<file path="src/rtl/mua_frame_arbiter.sv">
// mua_frame_arbiter: frame-granular round-robin arbiter feeding the shared MUA reorder input.
// One source owns the output for a whole FRAME_LEN-word frame; stray non-sof words are dropped while idle.
module mua_frame_arbiter #(
   parameter int N_SRC = 2,
   parameter int FRAME_LEN = 160,
   parameter int DW = 32,
   localparam int GW = (N_SRC > 1) ? $clog2(N_SRC) : 1,
   localparam int WW = (FRAME_LEN > 1) ? $clog2(FRAME_LEN) : 1
) (
   input  logic              clk,
   input  logic              rst,
   input  logic [N_SRC-1:0]  src_valid,
   input  logic [N_SRC-1:0]  src_sof,
   input  logic [N_SRC*DW-1:0] src_data,
   output logic [N_SRC-1:0]  src_ready,
   output logic              muar_valid,
   output logic [DW-1:0]     muar_data,
   input  logic              muar_ready,
   output logic [GW-1:0]     grant_id,
   output logic              busy,
   output logic              frame_done,
   output logic              err_sof,
   output logic [31:0]       frame_cnt,
   output logic [15:0]       drop_cnt
);
   typedef enum logic {IDLE, XFER} state_t;
   state_t state_q, state_d;
   logic [GW-1:0] grant_q, grant_d, last_q, last_d, win;
   logic [WW-1:0] idx_q, idx_d;
   logic frame_done_q, frame_done_d, err_sof_q, err_sof_d;
   logic [31:0] frame_cnt_q, frame_cnt_d;
   logic [15:0] drop_cnt_q, drop_cnt_d;
   logic [16:0] drop_sum;
   logic [3:0] n_drop;
   logic [N_SRC-1:0] drop_vec;
   logic found, hs, last_word;

   // Index of the k-th candidate after base, wrapping at N_SRC (base+1+k never exceeds 2*N_SRC-1).
   function automatic logic [GW-1:0] rr_idx(input logic [GW-1:0] base, input int k);
      int v;
      v = int'(base) + 1 + k;
      return GW'(v >= N_SRC ? v - N_SRC : v);
   endfunction

   always_comb begin
      found = 1'b0;
      win = '0;
      for (int k = 0; k < N_SRC; k++)
         if (!found && src_valid[rr_idx(last_q, k)] && src_sof[rr_idx(last_q, k)]) begin
            found = 1'b1;
            win = rr_idx(last_q, k);
         end
   end

   assign drop_vec = (state_q == IDLE) ? (src_valid & ~src_sof) : '0;

   always_comb begin
      n_drop = '0;
      for (int i = 0; i < N_SRC; i++) n_drop = n_drop + 4'(drop_vec[i]);
   end

   assign busy = state_q == XFER;
   assign hs = busy && src_valid[grant_q] && muar_ready;
   assign last_word = idx_q == WW'(FRAME_LEN - 1);
   assign muar_valid = busy && src_valid[grant_q];
   assign muar_data = busy ? src_data[int'(grant_q)*DW +: DW] : '0;
   assign src_ready = busy ? (N_SRC'(muar_ready) << grant_q) : drop_vec;
   assign grant_id = grant_q;
   assign frame_done = frame_done_q;
   assign err_sof = err_sof_q;
   assign frame_cnt = frame_cnt_q;
   assign drop_cnt = drop_cnt_q;

   always_comb begin
      state_d = state_q;
      grant_d = grant_q;
      last_d = last_q;
      idx_d = idx_q;
      frame_done_d = 1'b0;
      err_sof_d = 1'b0;
      frame_cnt_d = frame_cnt_q;
      drop_sum = {1'b0, drop_cnt_q} + 17'(n_drop);
      drop_cnt_d = drop_sum[16] ? 16'hFFFF : drop_sum[15:0];
      if (state_q == IDLE) begin
         if (found) begin
            state_d = XFER;
            grant_d = win;
            idx_d = '0;
         end
      end else if (hs) begin
         idx_d = idx_q + 1'b1;
         err_sof_d = src_sof[grant_q] && (idx_q != '0);
         if (last_word) begin
            frame_done_d = 1'b1;
            frame_cnt_d = frame_cnt_q + 32'd1;
            last_d = grant_q;
            state_d = IDLE;
         end
      end
   end

   always_ff @(posedge clk)
      if (rst) begin
         state_q <= IDLE;
         grant_q <= '0;
         last_q <= GW'(N_SRC - 1);
         idx_q <= '0;
         frame_done_q <= 1'b0;
         err_sof_q <= 1'b0;
         frame_cnt_q <= '0;
         drop_cnt_q <= '0;
      end else begin
         state_q <= state_d;
         grant_q <= grant_d;
         last_q <= last_d;
         idx_q <= idx_d;
         frame_done_q <= frame_done_d;
         err_sof_q <= err_sof_d;
         frame_cnt_q <= frame_cnt_d;
         drop_cnt_q <= drop_cnt_d;
      end
endmodule

</file>
<file path="config.mk">
export PLATFORM = sky130hd
export DESIGN_NAME = mua_frame_arbiter
export DESIGN_NICKNAME = d
export VERILOG_FILES = /design/src/rtl/mua_frame_arbiter.sv
export SDC_FILE = /design/constraint.sdc
export NUM_CORES = 1
export LEC_CHECK = 0
export BUFFER_PORTS_ARGS = -buffer_cell sky130_fd_sc_hd__clkbuf_2
export CORE_MARGIN = 5
export CORE_UTILIZATION = 30
export DETAILED_ROUTE_END_ITERATION = 8
export GPL_ROUTABILITY_DRIVEN = 0
export GPL_TIMING_DRIVEN = 0
export SYNTH_ARGS = -nofsm -noshare
export SYNTH_HDL_FRONTEND = slang
export SYNTH_SLANG_ARGS = --single-unit
</file>
<file path="constraint.sdc">
create_clock -name clk -period 2.5 [get_ports clk]
set_input_delay 0.25 -clock clk [delete_from_list [all_inputs] [get_ports clk]]
set_output_delay 0.25 -clock clk [all_outputs]
set_load 0.005 [all_outputs]
</file>
==> impl_metrics.ini, run 1 <==
[run_status]
status = finished, final reports clean

[placed_design]
pre_cts_slack_ns = -0.221
numPortBuffers = 157
dp_hpwl_um = 8860

[logic_synthesis]
synth_top_area_share_pct = 36.8
synth-async-reset-ratio_pct = 0
synth-seq-cells = 61
synthDistinctLibCells = 38
postSynthCellCount = 415
avgSynthCellArea_sq_um = 8.00
synth_edf_count = 0
syn_nets = 491
synthTopCellsByArea = dfxtp_1 37%, mux2i_1 10%, nor2_1 8.6%
synth_area_leader_cell = dfxtp_1
synth_area_sq_um = 3320
yosysWarnings = 0
seq_area_frac_synth_pct = 36.8
synth_ff_type = dfxtp_1

[global_routing]
overflow = 0
track_usage_pct = 15.9
grt_antenna_before_repair = 0
grt_pass1_wl_um = 16900
grt_pass1_vias = 3445
grt_max_degree = 12

[layout]
areaGrowthSynthToFinish_pct = 39.0
antenna_cells = 0
drive_gt1_share_pct = 34.7
layout_commonest_cell = clkbuf_2
final_util_pct = 42.5
final_nets = 665
final_cell_mix = 161 x clkbuf_2, 76 x nor2_1, 55 x dfxtp_1

[floorplanning]
core_area_sq_um = 10800
initial_utilization_pct = 30.6
io_pins = 158
die_area_sq_um = 13300
rows = 38
dieWidth_um = 115
die_h_um = 115

[timing]
drv_slew = 0
tns_ns = 0
final.period_utilization_pct = 96.8
worst_slack_ns = 0.0801
tightest_slew_ns = 0.836
fmax_ghz = 0.413
whs_ns = 0.299
slew_headroom_pct = 43.7
rsz0062_at_grt = false
setup_viol = 0
fin_skew_ns = 0.0107
min_period_ns = 2.42
hold_violations = 0

[setup_path]
endpoint_kind = flop
critical_path_required_ns = 2.77
worst-endpoint-arrival_ns = 2.68
r2r-start = idx_q[6]
cp_max_fo = 10
startpoint_type = flop
crit_start = idx_q[6]
path_class = flop to flop

[pwr]
peakVddDrop_mv = 0.299
powerDensity_nw_per_um2 = 486
cellLeakagePower_nw = 1.93

[drt]
wirelength_um = 11200
wl_per_cell_um = 15.3
firstDrtPassIters = 4
vias = 3661
via_per_inst = 4.99
drtIter0Drc = 99
drc_errors = 0
final_antenna_net_count = 0

[clocking]
clkSinkCount = 61
path_clk_slew_ns = 0.07
cts_hold_buf = 0
clk_latency_ns = 0.34
cts_max_path_buffers = 2
cts_tree = yes
cts_buffers = 9
root_buffer = clkbuf_8
htree_levels = 3

[job]
cap_violations = 0

[worst_hold_path]
min_path_type = input pin to flop
min_from = src_sof[0]
-- registers in the layout (all words and copies together), names as in the netlist --
signal,cells
busy,1
drop_cnt,16
err_sof,1
frame_cnt,32
frame_done,1
grant_id,1
idx_q,8
last_q,1
-- worst paths after layout --
| check | cells after the start | slack [ns] | end |
|---|---|---|---|
| setup / recovery | 5 | 0.08 | frame_cnt[31] |
| hold / removal | 3 | 0.30 | err_sof |
| setup reg to reg | 5 | 0.08 | frame_cnt[31] |
| hold reg to reg | 2 | 0.48 | last_q |
-- where the power goes --
| part | switching [mW] | leakage, nW | internal [mW] |
|---|---|---|---|
| Sequential | 0.0123 | 0.496 | 0.976 |
| Combinational | 0.144 | 1.32 | 0.128 |
| Clock | 0.420 | 0.110 | 0.562 |
| Total | 0.577 | 1.93 | 1.67 |
-- worst max-delay path, stage by stage, from the launching register on --
cell and delay, ns:
dfxtp_4 0.35, or3b_4 0.40, or4_4 0.54, or3_4 0.40, or4_4 0.53, a21oi_2 0.12
-- through the flow --
step | cell area (sq um) | instances | total power, mW
6_report | 4610 | 734 | 2.24
5_1_grt | 4610 | 734 | 2.34
4_1_cts | 4540 | 729 | 2.27
3_5_place_dp | 4280 | 712 | 1.29
3_3_place_gp | 4280 | 712 | 1.29
2_1_floorplan | 3320 | 415 | 1.15
-- kinds of logic after synthesis --
family | share of synthesized area (%)
adders and majority gates | 2.11
buffers and inverters | 3.32
xor gates and xnor gates | 9.24
DFF | 36.8
and+or+nand+nor | 29.8
muxes | 10.3
AOI/OAI and AO/OA | 8.52
-- area by class of cell --
cell class                 instances  area (sq um)
inverter                           7          26.3
clock buffer                      10           128
timing repair buffer             165           846
buffer                            20          83.8
fill                            1132          6230
clock inverter                     6          87.6
sequential                        61          1240
tap                              140           175
multi-input combinational        325          2030
-- synth_stat cells, types with 2 or more instances --
library cell	instances
o21ai_0	9
xnor2_1	15
a311oi_1	2
ha_1	4
nand4_1	19
a21oi_1	28
nor4_1	10
a31oi_1	3
o31ai_1	2
and3_1	7
buf_1	4
nor2_1	76
mux2i_1	34
and4_1	6
or4_1	3
nor3_1	12
inv_1	6
and2_1	2
or3_1	9
xor2_1	20
nor2b_1	2
nand3_1	21
clkbuf_1	17
dfxtp_1	61
nor3b_1	3
or2_2	2
nand2_1	27
-- repair_timing --
item / CTS / global route
gates resized for setup: 15 / 15
setup endpoints to repair: 48 / 27
pin swaps: 1 / 3
buffers inserted: 2 / 6
-- metal layers --
metal,vias up,routed length (um),track usage (%)
met1,1704,4420,17.8
li1,1818,-,-
met4,0,145,5.01
met5,-,0,0
met3,14,906,3.63
met2,125,5730,29.8
Power figures use the tool's default switching activity.
==> run 2: changes to the inputs <==
--- a/config.mk
+++ b/config.mk
@@ -7,10 +7,12 @@
 export LEC_CHECK = 0
 export BUFFER_PORTS_ARGS = -buffer_cell sky130_fd_sc_hd__clkbuf_2
 export CORE_MARGIN = 5
-export CORE_UTILIZATION = 30
+export CORE_UTILIZATION = 40
+export CTS_CLUSTER_DIAMETER = 80
 export DETAILED_ROUTE_END_ITERATION = 8
 export GPL_ROUTABILITY_DRIVEN = 0
 export GPL_TIMING_DRIVEN = 0
+export PLACE_DENSITY = 0.73
 export SYNTH_ARGS = -nofsm -noshare
 export SYNTH_HDL_FRONTEND = slang
 export SYNTH_SLANG_ARGS = --single-unit
==> constraint.sdc (replaced) <==
create_clock -name clk -period 2.5 [get_ports clk]
set_input_delay 0.5 -clock clk [delete_from_list [all_inputs] [get_ports clk]]
set_output_delay 0.5 -clock clk [all_outputs]
set_load 0.005 [all_outputs]
==> impl_metrics.ini, run 2 (synthesized netlist as in run 1, its figures left out) <==
[run_status]
status = finished, final reports clean

[clocking]
clk_latency_ns = 0.34
cts_hold_buf = 0
root_buffer = clkbuf_8
path_clk_slew_ns = 0.07
cts_buffers = 9
cts_max_path_buffers = 2
cts_tree = yes
htree_levels = 3
clkSinkCount = 61

[layout]
final_cell_mix = 157 x clkbuf_2, 76 x nor2_1, 56 x dfxtp_1
areaGrowthSynthToFinish_pct = 35.8
antenna_cells = 0
final_nets = 662
largest_reg_flops = 32
final_util_pct = 55.4
instances_no_fill = 696
drive_gt1_share_pct = 33.8
num-fill-cells = 806
layout_commonest_cell = clkbuf_2

[pwr]
p_int_mw = 1.52
seqPwrFrac_pct = 47.9
combPwrFrac_pct = 13.3
powerDensity_nw_per_um2 = 459
p_sw_uw = 551
p_total_mw = 2.07
peakVddDrop_mv = 0.283
power_frac_clock_pct = 38.8
p_sw_share_pct = 26.7
cellLeakagePower_nw = 1.89

[timing]
min_period_ns = 2.40
fmax_ghz = 0.416
fin_skew_ns = 0.00949
setup_viol = 0
tightest_slew_ns = 0.800
slew_headroom_pct = 46.2
drv_slew = 0
final.period_utilization_pct = 96.2
hold_violations = 0

[setup_path]
cp_max_fo = 10
slowest_delay_ns = 0.51
path_class = flop to flop
critical_path_required_ns = 2.76
endpoint_kind = flop
crit_chain = or3b_4 > or4_4 > or3_4 > or4_1 > a21oi_1
startpoint_type = flop
worst-endpoint-arrival_ns = 2.67
crit_slowest_cell = or4_1

[worst_hold_path]
min_path_type = flop to flop

[global_routing]
grt_pass1_vias = 3509
grt_max_degree = 12
overflow = 0
grt_antenna_before_repair = 0
track_usage_pct = 20.8
grt_pass1_wl_um = 17000

[drt]
vias = 3658
final_antenna_net_count = 0
firstDrtPassIters = 4
wl_per_cell_um = 16.1
wirelength_um = 11200
via_per_inst = 5.26
drtIter0Drc = 169
drc_errors = 0

[floorplanning]
core_area_sq_um = 8130
dieWidth_um = 101
io_pins = 158
die_area_sq_um = 10200
initial_utilization_pct = 40.8
die_h_um = 101
rows = 33

[placed_design]
dp_hpwl_um = 8740
numPortBuffers = 157
placed_cells = 677

[job]
cap_violations = 0
-- run 2: cell types whose count changed in the layout (fill, tap and decap cells not counted), moves of 2 or more --
cell	previous run	this run
buf_4	8	5
clkbuf_1	13	15
clkbuf_2	161	157
bufinv_16	2	0
clkinv_4	2	0
buf_2	3	5
clkbuf_8	9	11
-- run 2: through the flow --
step | hold WS, ns | area (sq um) | TNS [ns] | setup slack [ns]
global route | 0.503 | 4510 | -0.0137 | -0.0137
detailed placement | 0.473 | 4240 | -3.27 | -0.196
CTS | 0.487 | 4450 | 0 | 0.0152
finish | 0.480 | 4510 | 0 | 0.0951
floorplan | 0.438 | 3320 | 0 | 0.0286
global placement | 0.465 | 4240 | -1.85 | -0.212
-- run 2: critical path: cells and delay by family, from the launching register on --
kind | cells | cell delay (ns)
AOI/OAI and AO/OA | 1 | 0.13
DFF | 1 | 0.36
and+or+nand+nor | 4 | 1.82
-- run 2: worst paths after layout --
check | from | endpoint | slack (ns) | cells after the start
setup reg to reg | idx_q[5] | frame_cnt[31] | 0.1 | 5
setup / recovery | idx_q[5] | frame_cnt[31] | 0.1 | 5
hold reg to reg | last_q | last_q | 0.48 | 2
hold / removal | last_q | last_q | 0.48 | 2
-- run 2: layer usage --
| metal | share of wire [%] | track usage (%) | vias to the layer above | wire length [um] |
|---|---|---|---|---|
| met5 | 0 | 0 | - | 0 |
| met1 | 38 | 22.8 | 1691 | 4250 |
| li1 | - | - | 1807 | - |
| met4 | 2.9 | 9.10 | 0 | 322 |
| met3 | 8.0 | 5.12 | 25 | 895 |
| met2 | 51 | 37.7 | 135 | 5710 |
-- run 2: what timing repair did --
action                     CTS  global route
gates resized for setup     14            13
pin swaps                    2             2
buffers inserted             1             4
setup endpoints to repair   52            29
-- run 2: area by class of cell --
class	count	area (sq um)	area share [%]
inverter	7	26.3	0.583
clock inverter	4	22.5	0.500
clock buffer	12	155	3.44
sequential	61	1230	27.3
buffer	20	81.3	1.80
timing repair buffer	162	823	18.3
tap	105	131	2.92
multi-input combinational	325	2030	45.1
-- run 2: power groups by stage --
stage | Combinational, mW | Sequential (mW) | Clock, mW
2_1_floorplan | 0.138 | 1.01 | 0
3_3_place_gp | 0.273 | 1.01 | 0
3_5_place_dp | 0.279 | 1.01 | 0
4_1_cts | 0.276 | 0.991 | 0.812
5_1_grt | 0.303 | 0.993 | 0.872
6_report | 0.274 | 0.991 | 0.801
